**config.mk**
```make
export PLATFORM = sky130hd
export DESIGN_NAME = pipeline_hazard_ctrl
export DESIGN_NICKNAME = d
export VERILOG_FILES = /design/src/rtl/pipeline_hazard_ctrl.sv
export SDC_FILE = /design/constraint.sdc
export NUM_CORES = 1
export LEC_CHECK = 0
export BUFFER_PORTS_ARGS = -buffer_cell sky130_fd_sc_hd__buf_4
export CAP_MARGIN = 20
export CORE_ASPECT_RATIO = 0.5
export CORE_MARGIN = 5
export CORE_UTILIZATION = 52
export DETAILED_ROUTE_END_ITERATION = 10
export PLACE_DENSITY_LB_ADDON = 0.15
export SYNTH_ARGS = -nofsm -noshare
export SYNTH_HDL_FRONTEND = slang
export SYNTH_SLANG_ARGS = --single-unit
```
**constraint.sdc**
```tcl
create_clock -name clk -period 2.7 [get_ports clk]
set_input_delay 0.675 -clock clk [delete_from_list [all_inputs] [get_ports clk]]
set_output_delay 0.675 -clock clk [all_outputs]
set_load 0.05 [all_outputs]
```
**src/rtl/pipeline_hazard_ctrl.sv**
```systemverilog
`default_nettype none
// ============================================================================
// Module   : pipeline_hazard_ctrl
// Purpose  : Sequencing and hazard control for a 5-stage pipeline: warm-up,
//            load-use stalls, taken-branch flushes, halt/drain/resume, and
//            saturating debug event counters.
// Revision : 1.0 - initial release
// ============================================================================
module pipeline_hazard_ctrl #(
  parameter int INIT_CYCLES  = 4,
  parameter int DRAIN_CYCLES = 3,
  parameter int CNT_W        = 16
) (
  input  logic             clk,
  input  logic             reset,
  input  logic [4:0]       id_rs,
  input  logic [4:0]       id_rt,
  input  logic             id_uses_rs,
  input  logic             id_uses_rt,
  input  logic             exe_mem_read,
  input  logic [4:0]       exe_rt,
  input  logic             exe_branch_taken,
  input  logic             halt_req,
  input  logic             resume,
  output logic             pc_en,
  output logic             if_id_en,
  output logic             clr_if_id,
  output logic             clr_id_exe,
  output logic             clr_exe_mem,
  output logic             clr_mem_wb,
  output logic             halted,
  output logic [CNT_W-1:0] stall_cnt,
  output logic [CNT_W-1:0] flush_cnt
);

  localparam int C_MAX_WAIT = (INIT_CYCLES > DRAIN_CYCLES) ? INIT_CYCLES : DRAIN_CYCLES;
  localparam int C_WAIT_W   = (C_MAX_WAIT > 1) ? $clog2(C_MAX_WAIT) : 1;

  localparam logic [C_WAIT_W-1:0] C_INIT_LAST  = C_WAIT_W'(INIT_CYCLES - 1);
  localparam logic [C_WAIT_W-1:0] C_DRAIN_LAST = C_WAIT_W'(DRAIN_CYCLES - 1);

  localparam logic [1:0] S_INIT   = 2'd0;
  localparam logic [1:0] S_RUN    = 2'd1;
  localparam logic [1:0] S_DRAIN  = 2'd2;
  localparam logic [1:0] S_HALTED = 2'd3;

  logic [1:0]          r_state;
  logic [1:0]          w_next_state;
  logic [C_WAIT_W-1:0] r_wait;
  logic [C_WAIT_W-1:0] w_next_wait;
  logic                w_load_use;
  logic                w_stall_evt;
  logic                w_flush_evt;
  logic [CNT_W-1:0]    r_stall_cnt;
  logic [CNT_W-1:0]    r_flush_cnt;

  // Register 0 is hardwired zero, so a load targeting it can never create a hazard.
  assign w_load_use = exe_mem_read && (exe_rt != 5'd0) &&
                      ((id_uses_rs && (id_rs == exe_rt)) ||
                       (id_uses_rt && (id_rt == exe_rt)));

  assign w_flush_evt = (r_state == S_RUN) && exe_branch_taken;
  assign w_stall_evt = (r_state == S_RUN) && w_load_use && !exe_branch_taken;

  always_ff @(posedge clk) begin
    if (reset) begin
      r_state <= S_INIT;
      r_wait  <= '0;
    end else begin
      r_state <= w_next_state;
      r_wait  <= w_next_wait;
    end
  end

  always_comb begin
    w_next_state = r_state;
    w_next_wait  = r_wait;
    case (r_state)
      S_INIT: begin
        if (r_wait == C_INIT_LAST) begin
          w_next_state = S_RUN;
          w_next_wait  = '0;
        end else begin
          w_next_wait = r_wait + C_WAIT_W'(1);
        end
      end
      S_RUN: begin
        if (halt_req) begin
          w_next_state = S_DRAIN;
          w_next_wait  = '0;
        end
      end
      S_DRAIN: begin
        if (r_wait == C_DRAIN_LAST) begin
          w_next_state = S_HALTED;
          w_next_wait  = '0;
        end else begin
          w_next_wait = r_wait + C_WAIT_W'(1);
        end
      end
      S_HALTED: begin
        if (resume) begin
          w_next_state = S_RUN;
        end
      end
      default: begin
        w_next_state = S_INIT;
        w_next_wait  = '0;
      end
    endcase
  end

  always_comb begin
    pc_en       = 1'b0;
    if_id_en    = 1'b0;
    clr_if_id   = 1'b0;
    clr_id_exe  = 1'b0;
    clr_exe_mem = 1'b0;
    clr_mem_wb  = 1'b0;
    halted      = 1'b0;
    case (r_state)
      S_INIT: begin
        clr_if_id   = 1'b1;
        clr_id_exe  = 1'b1;
        clr_exe_mem = 1'b1;
        clr_mem_wb  = 1'b1;
      end
      S_RUN: begin
        // A taken branch redirects fetch, which makes any pending load-use stall moot.
        if (exe_branch_taken) begin
          pc_en      = 1'b1;
          if_id_en   = 1'b1;
          clr_if_id  = 1'b1;
          clr_id_exe = 1'b1;
        end else if (w_load_use) begin
          clr_id_exe = 1'b1;
        end else begin
          pc_en    = 1'b1;
          if_id_en = 1'b1;
        end
      end
      S_DRAIN: begin
        clr_id_exe = 1'b1;
      end
      S_HALTED: begin
        clr_id_exe = 1'b1;
        halted     = 1'b1;
      end
      default: begin
        clr_if_id   = 1'b1;
        clr_id_exe  = 1'b1;
        clr_exe_mem = 1'b1;
        clr_mem_wb  = 1'b1;
      end
    endcase
  end

  always_ff @(posedge clk) begin
    if (reset) begin
      r_stall_cnt <= '0;
      r_flush_cnt <= '0;
    end else begin
      if (w_stall_evt && (r_stall_cnt != {CNT_W{1'b1}})) begin
        r_stall_cnt <= r_stall_cnt + CNT_W'(1);
      end
      if (w_flush_evt && (r_flush_cnt != {CNT_W{1'b1}})) begin
        r_flush_cnt <= r_flush_cnt + CNT_W'(1);
      end
    end
  end

  assign stall_cnt = r_stall_cnt;
  assign flush_cnt = r_flush_cnt;

endmodule
`default_nettype wire

```
* Word-level counts from Yosys, hierarchy flattened *
Cells that the tools add are included.

word-level totals
  bits of input ports = 23
  word-level logic and storage cells = 56
  flip-flop bits (word level) = 36

operators by class
  add/sub/neg operators = 3
  mux-type cells = 19
  reduce and logical (&&, ||, !) cells = 17
  equal/unequal tests = 13

operators with widths
  kind                                                             count
  16-bit by 1-bit adder with 16-bit output, second input constant  2
  16-bit inequality test, second input constant                    2
  2-bit 2-to-1 mux                                                 7
  5-bit == test                                                    2
  1-bit logical AND                                                9
  2-bit == test, second input constant                             4
  1-bit 2-to-1 mux                                                 8
  2-bit inequality test, second input constant                     4
  2-bit case mux with 4 select lines                               1
  2-bit case mux with 3 select lines                               1
  5-bit nonzero test                                               1
  1-bit case mux with 2 select lines                               2
  4-bit AND reduction                                              1
  3-bit nonzero test                                               1
  3-bit OR reduction                                               1
  2-bit by 1-bit adder with 2-bit output, second input constant    1
  2-bit by 1-bit == test with 1-bit output, second input constant  1
  2-bit logical NOT                                                1
  2-bit AND reduction                                              1
  1-bit logical NOT                                                1
  1-bit logical OR                                                 1

* Logic depth before layout (Yosys ltp) *
Gate-level depths: netlist (run 1).

  word-level depth = 7
  mapped depth = 7

* Worst setup path after synthesis (run 1) *
Ideal clock, no wire load.

  kind = in2out
  from = input exe_rt[1]
  to = output pc_en
  data required time = 2.025 ns
  path buffers = 2
  stages = 6
  setup slack = -0.394 ns
  data arrival time = 2.419 ns
  cell sequence = or4_1 > o21ai_2 > buf_4 > nand2b_1 > o21a_1 > buf_4

on the way
  cells in the longest elaborated chain, start to end = 7
  elaborated cells on any way between the ends = 11
  those cells by class = 2 x eq/ne; 3 x mux; 6 x reduce/logical

ends and longest elaborated chain
  element                                      RTL line  source
  from (decl)                                  21        input logic [4:0] exe_rt,
  5-bit == test, on equally long branches      59, 60
  1-bit logical AND, on equally long branches  59, 60
  1-bit logical OR                             59        ((id_uses_rs && (id_rs == exe_rt)) ||
  1-bit logical AND (*)                        58        assign w_load_use = exe_mem_read && (exe_rt != 5'd0) &&
  1-bit 2-to-1 mux (*) (3 in a row)            --
  to (decl)                                    25        output logic pc_en,

Mark *: on every way between the ends. The rest lies on a longest branch, timed or not.

* Worst setup path in the final report (run 1) *
  from = input exe_rt[1]
  to = output pc_en

on the way
  cells in the longest elaborated chain, start to end = 7
  elaborated cells on any way between the ends = 11
  those cells by class = 2 x eq/ne; 3 x mux; 6 x reduce/logical

ends and longest elaborated chain
  element                                      RTL line  source
  5-bit == test, on equally long branches      59, 60
  1-bit logical AND, on equally long branches  59, 60
  1-bit logical OR                             59
  1-bit logical AND (*)                        58
  1-bit 2-to-1 mux (*)                         135       end else if (w_load_use) begin
  1-bit 2-to-1 mux (*)                         130       if (exe_branch_taken) begin
  1-bit 2-to-1 mux (*)                         121       case (r_state)

Marks and branches as above.

==> results of run 1 <==
[per-layer routing]
metal  share of wire [%]  track usage, %
met5                   0               0
met4                 1.0           5.607
met3                 7.6           5.632
met2                  47           32.32
met1                  45           24.70
[sequential cells by signal, indices dropped and copies added (netlist names)]
name and count:
r_state 2, stall_cnt 16, flush_cnt 16, r_wait 2
[through the flow]
step / cells / worst slack [ns] / area [µm²]
2_1_floorplan: 258 / -0.05905 / 2238
3_3_place_gp: 367 / 0.05577 / 2728
3_5_place_dp: 367 / 0.04739 / 2728
4_1_cts: 375 / 0.03741 / 2818
5_1_grt: 375 / 0.006195 / 2818
6_report: 375 / 0.03958 / 2818
[final cells by class]
class / instances / area [µm²] / share of cell area [%]
clock buffers: 8 / 90.09 / 3.197
inverters: 7 / 26.28 / 0.9325
multi-input cells: 203 / 1398 / 49.60
flip-flops and latches: 36 / 720.7 / 25.58
well taps: 54 / 67.56 / 2.398
repair buffers: 67 / 515.5 / 18.29
[kinds of logic (layout without fill, tap and decap cells)]
logic type / count (synthesis) / in the layout / share of synthesized area [%]
muxes: 7 / 7 / 3.638
AOI/OAI and AO/OA: 33 / 33 / 9.551
DFF: 36 / 36 / 32.75
and+or+nand+nor: 129 / 129 / 33.71
adders and majority gates: 11 / 11 / 6.253
xor gates and xnor gates: 23 / 23 / 9.153
buffers and inverters: 19 / 82 / 4.946
[power groups by stage]
stage	Sequential, mW	Combinational [mW]	Clock, mW
2_1_floorplan	0.609	0.412	0
3_3_place_gp	0.599	0.534	0
3_5_place_dp	0.603	0.549	0
4_1_cts	0.591	0.552	0.410
5_1_grt	0.597	0.590	0.438
6_report	0.592	0.548	0.397
[worst paths after layout]
check	startpoint	end
max	exe_rt[1]	pc_en
min	stall_cnt[15]	stall_cnt[15]
max reg2reg	r_state[0]	stall_cnt[11]
min reg2reg	stall_cnt[15]	stall_cnt[15]
[layout by cell type (no fill, tap or decap), types with 9 or more instances in the layout]
master   count
nand2_1     19
nor2_1      30
o31ai_1      9
nand3_1     11
dfxtp_1     36
xnor2_1     23
nand4_1     11
or4_1        9
a21oi_1     12
buf_4       66
ha_1        11
[worst max-delay path: stages]
cell	delay (ns)
buf_4	0.13
or4_4	0.55
o21ai_4	0.17
nand2b_4	0.15
o21a_4	0.13
buf_4	0.19
==> results.md, run 1 <==
- Fmax: 375.9 MHz
- Total Wirelength: 5.447 mm
- CTS Buffer Depth: 2
- WP data arrival: 1.99 ns
- Clock Pin Slew Worst Setup and Hold Paths: 0.07 ns
- Min cycle time layout: 2.660 ns
- Count leader, synth: dfxtp_1
- Die ar.: 5712 µm²
- Post-cts sizing count: 0
- Top-area cell type share of the netlist area: 32.75%
- Status: finished, final reports clean
- Synth Register Bits: 36
- Synthesized area per cell: 8.530 µm²
- Synthesis-to-finish area growth: 28.03%
- Final GP Congestion: 0.8386
- Vias per inst: 5.640
- Req. time, crit path: 2.03 ns
- Clock power share: 25.8%
- Root Buffer: clkbuf_8
- Total number of vias: 2115
- Crit. End Element: output pin
- Worst skew pair latency: 0.29 ns
- H-tree levels: 2
- Total power: 1.537 mW
- Max-cap violations: 0
- Post-DRT Antenna Nets: 0
- YS warnings: 0
- Violation count after the first detailed-route iteration: 53
- Final nets: 354
- Fin crit share: 98.53%
- Gr usage total: 19.57%
- PD cells: 545.3 nW/µm²
- Area contributors post-synth: dfxtp_1 33%, xnor2_1 9.2%, ha_1 6.3%
- WHS Path Cells: 2
- Maximum fanout along the worst path: 3
- RSZ-0062 raised after global routing: no
- Hold Vio Cnt, Final: 0
- Ys async rst share: 0%
- Worst r2r path cells: 6
- Post-CTS setup buffer count: 0
- Reg2reg setup slack: 0.45 ns
- Port Buffer Count: 61
- Die width: 102.0 µm
- CTS Buf Count: 5
- CP Class: primary input to output pin
- Sw power: 569.7 µW
- # fillers: 334
- Cells after synthesis: 258
- Global-route wire length before repair: 9.108 mm
- Slew headroom: 58.40%
- Syn_nets: 292
- Top_reg_cell synth: dfxtp_1
- DP HPWL: 4.068 mm
- Yosys top cell by area: dfxtp_1
- Row cnt: 16
- Initial antenna violation count: 0
- I/O pin total: 62
- Antenna Cells: 0
- Slew @ Worst Pin: 0.6189 ns
- Layout cells sized above 1: 27.73%
- Finished Core Util: 70.73%
- CP startpoint kind: primary input
- Sequential power share: 38.5%
- Synth top cells by count: 36 x dfxtp_1, 30 x nor2_1, 23 x xnor2_1
- Largest net degree at the start of global routing: 43
- HP Class: register to register
- Total gr overflow: 0
- Die Y: 56 µm
- CTS tree: done
- Vias in the first global route: 1999
- Core area: 3984 µm²
- WHS: 0.4943 ns
- Int Power: 966.9 µW
- Cts-stage hold buffer count: 0
- Mapped Area: 2201 µm²
- Post-synthesis sequential area ratio: 32.75%
- Distinct cells, synth: 46
- Worst VDD drop: 328.2 µV
- DRT Pass-1 Iters: 4
- Final setup violation count: 0
- Final Slew Violations: 0
- Switching share of power: 37.07%
- EDFF count, synth: 0
- Routed length per instance: 14.53 µm
- Power share of the combinational group: 35.7%
- Initial Utilization: 55.24%
- Setup Skew: 0.006486 ns
- Setup TNS: 0 ns
- Leak: 1.080 nW
- Clock Sinks: 36
- DRC violations left: 0
Note: power is estimated with default switching activity, not from simulation.
==> run 2: changes to the inputs <==
--- a/config.mk
+++ b/config.mk
@@ -5,11 +5,12 @@
 export SDC_FILE = /design/constraint.sdc
 export NUM_CORES = 1
 export LEC_CHECK = 0
+export ABC_AREA = 1
 export BUFFER_PORTS_ARGS = -buffer_cell sky130_fd_sc_hd__buf_4
 export CAP_MARGIN = 20
 export CORE_ASPECT_RATIO = 0.5
 export CORE_MARGIN = 5
-export CORE_UTILIZATION = 52
+export CORE_UTILIZATION = 53
 export DETAILED_ROUTE_END_ITERATION = 10
 export PLACE_DENSITY_LB_ADDON = 0.15
 export SYNTH_ARGS = -nofsm -noshare
==> run 2 against run 1 <==
Sequential power down 1%. Wire length rose by 0.88%. Synthesized cell count is 46% higher. First-iteration DRC count increased by 140%. Register-to-register slack improved by 0.34 ns. Count of clock-buffer cells in the layout did not move. Largest cell class unchanged. Largest power group unchanged. Highest routed layer unchanged.
==> results.md, run 2 <==
- Status: finished, final reports clean
- Global-route wire length before repair: 9.749 mm (+7.0%)
- Mapped Area: 2326 µm² (+5.7%)
- DP HPWL: 4.243 mm (+4.3%)
- Worst r2r path cells: 10 (+4)
- DRT Pass-1 Iters: 4 (unchanged)
- Final GP Congestion: 0.9018 (+7.5%)
- Synth top cells by count: 103 x nand2_1, 62 x inv_1, 50 x nor2_1
- R2r startpoint: flush_cnt[1]
- Worst skew pair latency: 0.29 ns (about the same)
- DRC violations left: 0 (unchanged)
- Min cycle time layout: 2.361 ns (-0.2992 ns)
- Post-synthesis sequential area ratio: 30.98% (-1.8 points)
- EDFF count, synth: 0 (unchanged)
- Worst VDD drop: 679.8 µV (+110%)
- Initial antenna violation count: 0 (unchanged)
- Crit. End Element: output pin
- Cells after synthesis: 376 (+46%)
- Count leader, synth: nand2_1
- PD cells: 523.6 nW/µm² (-4.0%)
- Total Wirelength: 5.495 mm (+0.88%)
- Clock Sinks: 36 (unchanged)
- Vias per inst: 4.931 (-13%)
- Port Buffer Count: 61 (unchanged)
- Initial Utilization: 53.87% (-1.4 points)
- Core area: 4318 µm² (+8.4%)
- CP startpoint kind: primary input
- H-tree levels: 2 (unchanged)
- Largest net degree at the start of global routing: 17 (-60%)
- Vias in the first global route: 2333 (+17%)
- Syn_nets: 410 (+40%)
- Req. time, crit path: 2.03 ns (about the same)
- Most frequent cells in the layout: 103 x nand2_1, 63 x buf_4, 62 x inv_1
- Row cnt: 17 (+1)
- Post-CTS setup buffer count: 0 (unchanged)
- Slew headroom: 73.45% (+15 points)
- CP Cell Sequence: buf_4, inv_1, nand4_1, o21ai_0, inv_1, nand2_1, nand2_1, nand2_1, buf_4
- Total number of vias: 2446 (+16%)
- Post-route cell area: 2902 µm² (+3.0%)
- Reg2reg setup slack: 0.79 ns (+0.34 ns)
- Hold Vio Cnt, Final: 0 (unchanged)
- Synthesized area per cell: 6.186 µm² (-27%)
- Hold endpoint: flush_cnt[7]
- Die Y: 56.85 µm (+1.5%)
- Final nets: 472 (+33%)
- Die width: 103.7 µm (+1.6%)
- WHS Path Cells: 2 (unchanged)
- Die ar.: 5894 µm² (+3.2%)
- Final setup violation count: 0 (unchanged)
- Total gr overflow: 0 (unchanged)
- Clock Pin Slew Worst Setup and Hold Paths: 0.07 ns (about the same)
- Distinct cells, synth: 29 (-37%)
- Fin crit share: 87.45% (-11 points)
- Ys async rst share: 0% (unchanged)
- HP Class: register to register
- Top-area cell type share of the netlist area: 30.98% (-1.8 points)
- CTS tree: done
- Critical Path Most Common Cell: nand2_1
- I/O pin total: 62 (unchanged)
- Worst setup margin: 0.3388 ns (+0.2992 ns)
- WP data arrival: 1.69 ns (-0.30 ns)
- Yosys top cell by area: dfxtp_1
- R2r endpoint: flush_cnt[7]
- Leading cell type in the layout, fill and taps excluded: nand2_1
- Violation count after the first detailed-route iteration: 126 (+140%)
- Fmax: 423.5 MHz (+13%)
- Setup TNS: 0 ns (unchanged)
- Root Buffer: clkbuf_8
- Cts-stage hold buffer count: 0 (unchanged)
- Routed length per instance: 11.08 µm (-24%)
- Slew @ Worst Pin: 0.3982 ns (-0.2207 ns)
- Crit path buffers/inverters: 4 (+2)
- Leak: 1.377 nW (+27%)
- Slowest stage cell on the critical path: buf_4
- Max stage delay on crit path: 0.20 ns (-0.35 ns)
- RSZ-0062 raised after global routing: no
- Layout cells sized above 1: 18.45% (-9.3 points)
- Post-DRT Antenna Nets: 0 (unchanged)
- CP Class: primary input to output pin
- Area contributors post-synth: dfxtp_1 31%, nand2_1 17%, inv_1 10%
- Antenna Cells: 0 (unchanged)
- Maximum fanout along the worst path: 4 (+1)
- Top_reg_cell synth: dfxtp_1
- CTS Buffer Depth: 2 (unchanged)
- CTS Buf Count: 5 (unchanged)
- Synth Register Bits: 36 (unchanged)
- Gr usage total: 19.50% (-0.065 points)
- Setup Skew: 0.004822 ns (-0.001664 ns)
- WHS: 0.5140 ns (+0.01971 ns)
- Final Slew Violations: 0 (unchanged)
- Synthesis-to-finish area growth: 24.74%
- DP Worst Slack: 0.3371 ns (+0.2897 ns)
- Area after DPL: 2811 µm² (+3.1%)
- CP top delay family: buffers and inverters
- Post-cts sizing count: 0 (unchanged)
- Hold_sp: flush_cnt[7]
- Max-cap violations: 0 (unchanged)
- YS warnings: 0 (unchanged)
run 2: logic make-up (layout without fill, tap and decap cells):
| group | count (synthesis) | in the layout | synth area share, % |
|---|---|---|---|
| flip-flops | 36 | 36 | 30.98 |
| AO/OA/AOI/OAI | 47 | 47 | 10.38 |
| AND/OR/NAND/NOR | 204 | 204 | 37.55 |
| XOR/XNOR | 6 | 6 | 2.259 |
| adder cells (fa/ha/maj) | 11 | 11 | 5.917 |
| buffers and inverters | 72 | 135 | 12.91 |
run 2: worst min-delay path, cell delays in order, from the launching register on:
cell,delay (ns)
dfxtp_1,0.35
inv_1,0.07
a21oi_1,0.05
run 2: final cells by class:
type / instances / area, µm²
clock buffers: 8 / 90.09
fillers: 383 / 1416
inverters: 64 / 241.5
multi-input cells: 268 / 1305
flip-flops and latches: 36 / 720.7
well taps: 57 / 71.32
repair buffers: 63 / 473.0
run 2: worst max-delay path by stage:
stage	endpoint	slack (ns)	start	cells after the start
global placement	if_id_en	0.37	exe_rt[3]	9
detailed placement	if_id_en	0.34	exe_rt[3]	9
finish	if_id_en	0.34	exe_rt[3]	9
global route	pc_en	0.23	exe_rt[3]	9
CTS	if_id_en	0.33	exe_rt[3]	9
floorplan	pc_en	0.18	exe_rt[3]	8
run 2: power by group:
| group | internal [mW] | total (mW) | switching [mW] |
|---|---|---|---|
| Combinational | 0.169 | 0.533 | 0.364 |
| Sequential | 0.558 | 0.585 | 0.0272 |
| Clock | 0.208 | 0.401 | 0.193 |
run 2: routing by layer:
metal / wire length (µm) / track usage [%]
met1: 2483 / 23.43
met2: 2565 / 33.88
met3: 374 / 6.659
met4: 72 / 4.428
met5: 0 / 0
run 2: per-stage QoR:
stage,cells,utilization [%],total power [mW]
after global routing,496,67.20,1.611
after detailed placement,488,65.11,1.128
final,496,67.20,1.519
after floorplan,376,-,0.9981
after global placement,488,65.11,1.114
after CTS,496,67.20,1.530
==> run 3: changes to the inputs <==
==> constraint.sdc (replaced) <==
create_clock -name clk -period 2.3 [get_ports clk]
set_input_delay 0.575 -clock clk [delete_from_list [all_inputs] [get_ports clk]]
set_output_delay 0.575 -clock clk [all_outputs]
set_load 0.05 [all_outputs]
==> run 3 against run 2 <==
First-iteration DRC count is 17% lower. Count of clock-buffer cells in the layout is 2 lower. Global-route usage decreased by 0.89 points. Worst hold slack lost 0.018 ns. Wire length is 0.58% lower. Critical path type unchanged. Final cell count is 0.40% lower. Die area unchanged. Highest routed layer unchanged. Clock power rose by 7.0%.
==> results.md, run 3 (synthesized netlist as in run 2, its figures left out) <==
- Status: finished, final reports clean
- Synthesis-to-finish area growth: 24.15%
- Layout cells sized above 1: 18.76% (+0.31 points)
- Max stage delay on crit path: 0.20 ns (about the same)
- HP Class: register to register
- Slew @ Worst Pin: 0.4908 ns (+0.09255 ns)
- Fin crit share: 93.25%
- Post-route cell area: 2888 µm² (-0.47%)
- Global-route wire length before repair: 9.301 mm (-4.6%)
- Most frequent cells in the layout: 102 x nand2_1, 62 x inv_1, 62 x buf_4
- Die Y: 56.85 µm (unchanged)
- # fillers: 403 (+5.2%)
- Hold endpoint: flush_cnt[7]
- CP Class: primary input to output pin
- Final setup violation count: 0 (unchanged)
- Maximum fanout along the worst path: 4 (unchanged)
- I/O pin total: 62 (unchanged)
- Leading cell type in the layout, fill and taps excluded: nand2_1
- R2r endpoint: flush_cnt[8]
- Min cycle time layout: 2.145 ns
- Clock Pin Slew Worst Setup and Hold Paths: 0.06 ns (about the same)
- Req. time, crit path: 1.73 ns (-0.30 ns)
- Final GP Congestion: 0.9062 (+0.49%)
- Finished Core Util: 66.88% (-0.32 points)
- Final Slew Violations: 0 (unchanged)
- Post-cts sizing count: 0 (unchanged)
- Crit. End Element: output pin
- Slowest stage cell on the critical path: buf_4
- R2r startpoint: flush_cnt[1]
- Die ar.: 5894 µm² (unchanged)
- Final nets: 471 (-0.21%)
- CP Cell Sequence: buf_4, inv_1, nand4_1, o21ai_0, inv_1, nand2_1, nand2_1, nand2_2, buf_4
- RSZ-0062 raised after global routing: no
- H-tree levels: 2 (unchanged)
- Initial antenna violation count: 0 (unchanged)
- Clock Sinks: 36 (unchanged)
- Port Buffer Count: 61 (unchanged)
- Vias in the first global route: 2260 (-3.1%)
- Max-cap violations: 0 (unchanged)
- Reg2reg setup slack: 0.36 ns (-0.43 ns)
- Worst VDD drop: 697.9 µV (+2.7%)
- Cts-stage hold buffer count: 0 (unchanged)
- Worst skew pair latency: 0.29 ns (about the same)
- Crit path buffers/inverters: 4 (unchanged)
- Violation count after the first detailed-route iteration: 105 (-17%)
- Total number of vias: 2441 (-0.20%)
- Vias per inst: 4.941 (+0.20%)
- CTS Buf Count: 5 (unchanged)
- WP data arrival: 1.57 ns (-0.12 ns)
- Setup TNS: 0 ns (unchanged)
- Post-CTS setup buffer count: 0 (unchanged)
- Slew headroom: 67.28% (-6.2 points)
- DP Worst Slack: 0.1421 ns (-0.1950 ns)
- Setup Skew: 0.003952 ns (-0.0008696 ns)
- DRT Pass-1 Iters: 4 (unchanged)
- Worst setup margin: 0.1552 ns (-0.1836 ns)
- Row cnt: 17 (unchanged)
- Routed length per instance: 11.06 µm (-0.18%)
- WHS Path Cells: 2 (unchanged)
- Total Wirelength: 5.463 mm (-0.58%)
- CP top delay family: buffers and inverters
- Largest net degree at the start of global routing: 17 (unchanged)
- DRC violations left: 0 (unchanged)
- Hold Vio Cnt, Final: 0 (unchanged)
- Area after DPL: 2806 µm² (-0.18%)
- Fmax: 466.2 MHz
- Antenna Cells: 0 (unchanged)
- Gr usage total: 18.62% (-0.89 points)
- Critical Path Stages: 9 (unchanged)
- CTS Buffer Depth: 2 (unchanged)
- Hold_sp: flush_cnt[7]
- Post-DRT Antenna Nets: 0 (unchanged)
- Total gr overflow: 0 (unchanged)
- Initial Utilization: 53.87% (unchanged)
- Root Buffer: clkbuf_8
- DP HPWL: 4.250 mm (+0.16%)
- Leak: 1.366 nW (-0.77%)
- CP startpoint kind: primary input
- Worst r2r path cells: 10 (unchanged)
- PD cells: 602.2 nW/µm² (+15%)
- Die width: 103.7 µm (unchanged)
- CTS tree: done
- Core area: 4318 µm² (unchanged)
- Total power: 1.739 mW (+14%)
[run 3: cell type report]
cell class / instances / area (µm²) / share of cell area [%]
multi-input cells: 268 / 1311 / 45.41
inverters: 64 / 241.5 / 8.362
well taps: 57 / 71.32 / 2.470
clock inverters: 1 / 5.005 / 0.1733
clock buffers: 6 / 72.57 / 2.513
repair buffers: 62 / 465.4 / 16.12
flip-flops and latches: 36 / 720.7 / 24.96
[run 3: layer usage]
metal,share of wire (%),global-route usage [%]
met1,44,21.82
met4,0.53,4.428
met3,8.9,7.003
met5,0,0
met2,47,32.43
[run 3: power breakdown]
part / internal, mW / total [mW] / switching (mW)
registers: 0.655 / 0.687 / 0.0320
logic: 0.196 / 0.623 / 0.427
clock network: 0.206 / 0.429 / 0.223
total: 1.06 / 1.74 / 0.681
[run 3: worst max-delay path by stage]
| stage | from | to | slack (ns) |
|---|---|---|---|
| 6_report | exe_rt[3] | if_id_en | 0.16 |
| 4_1_cts | r_state[1] | clr_id_exe | 0.14 |
| 5_1_grt | r_state[1] | clr_id_exe | 0.02 |
| 3_3_place_gp | exe_rt[3] | pc_en | 0.18 |
| 2_1_floorplan | exe_rt[3] | pc_en | 0.14 |
| 3_5_place_dp | exe_rt[3] | if_id_en | 0.14 |
[run 3: stage by stage]
step,hold WS [ns],cells
2_1_floorplan,0.5055,376
3_3_place_gp,0.4837,487
3_5_place_dp,0.4839,487
4_1_cts,0.4962,494
5_1_grt,0.5223,494
6_report,0.4964,494
[run 3: worst reg2reg max path, delay by kind of cell (launching register included)]
family	cells	cell delay, ns
AO/OA/AOI/OAI	1	0.12
AND/OR/NAND/NOR	7	1.10
buffers and inverters	1	0.08
flip-flops	1	0.38
adder cells (fa/ha/maj)	1	0.20
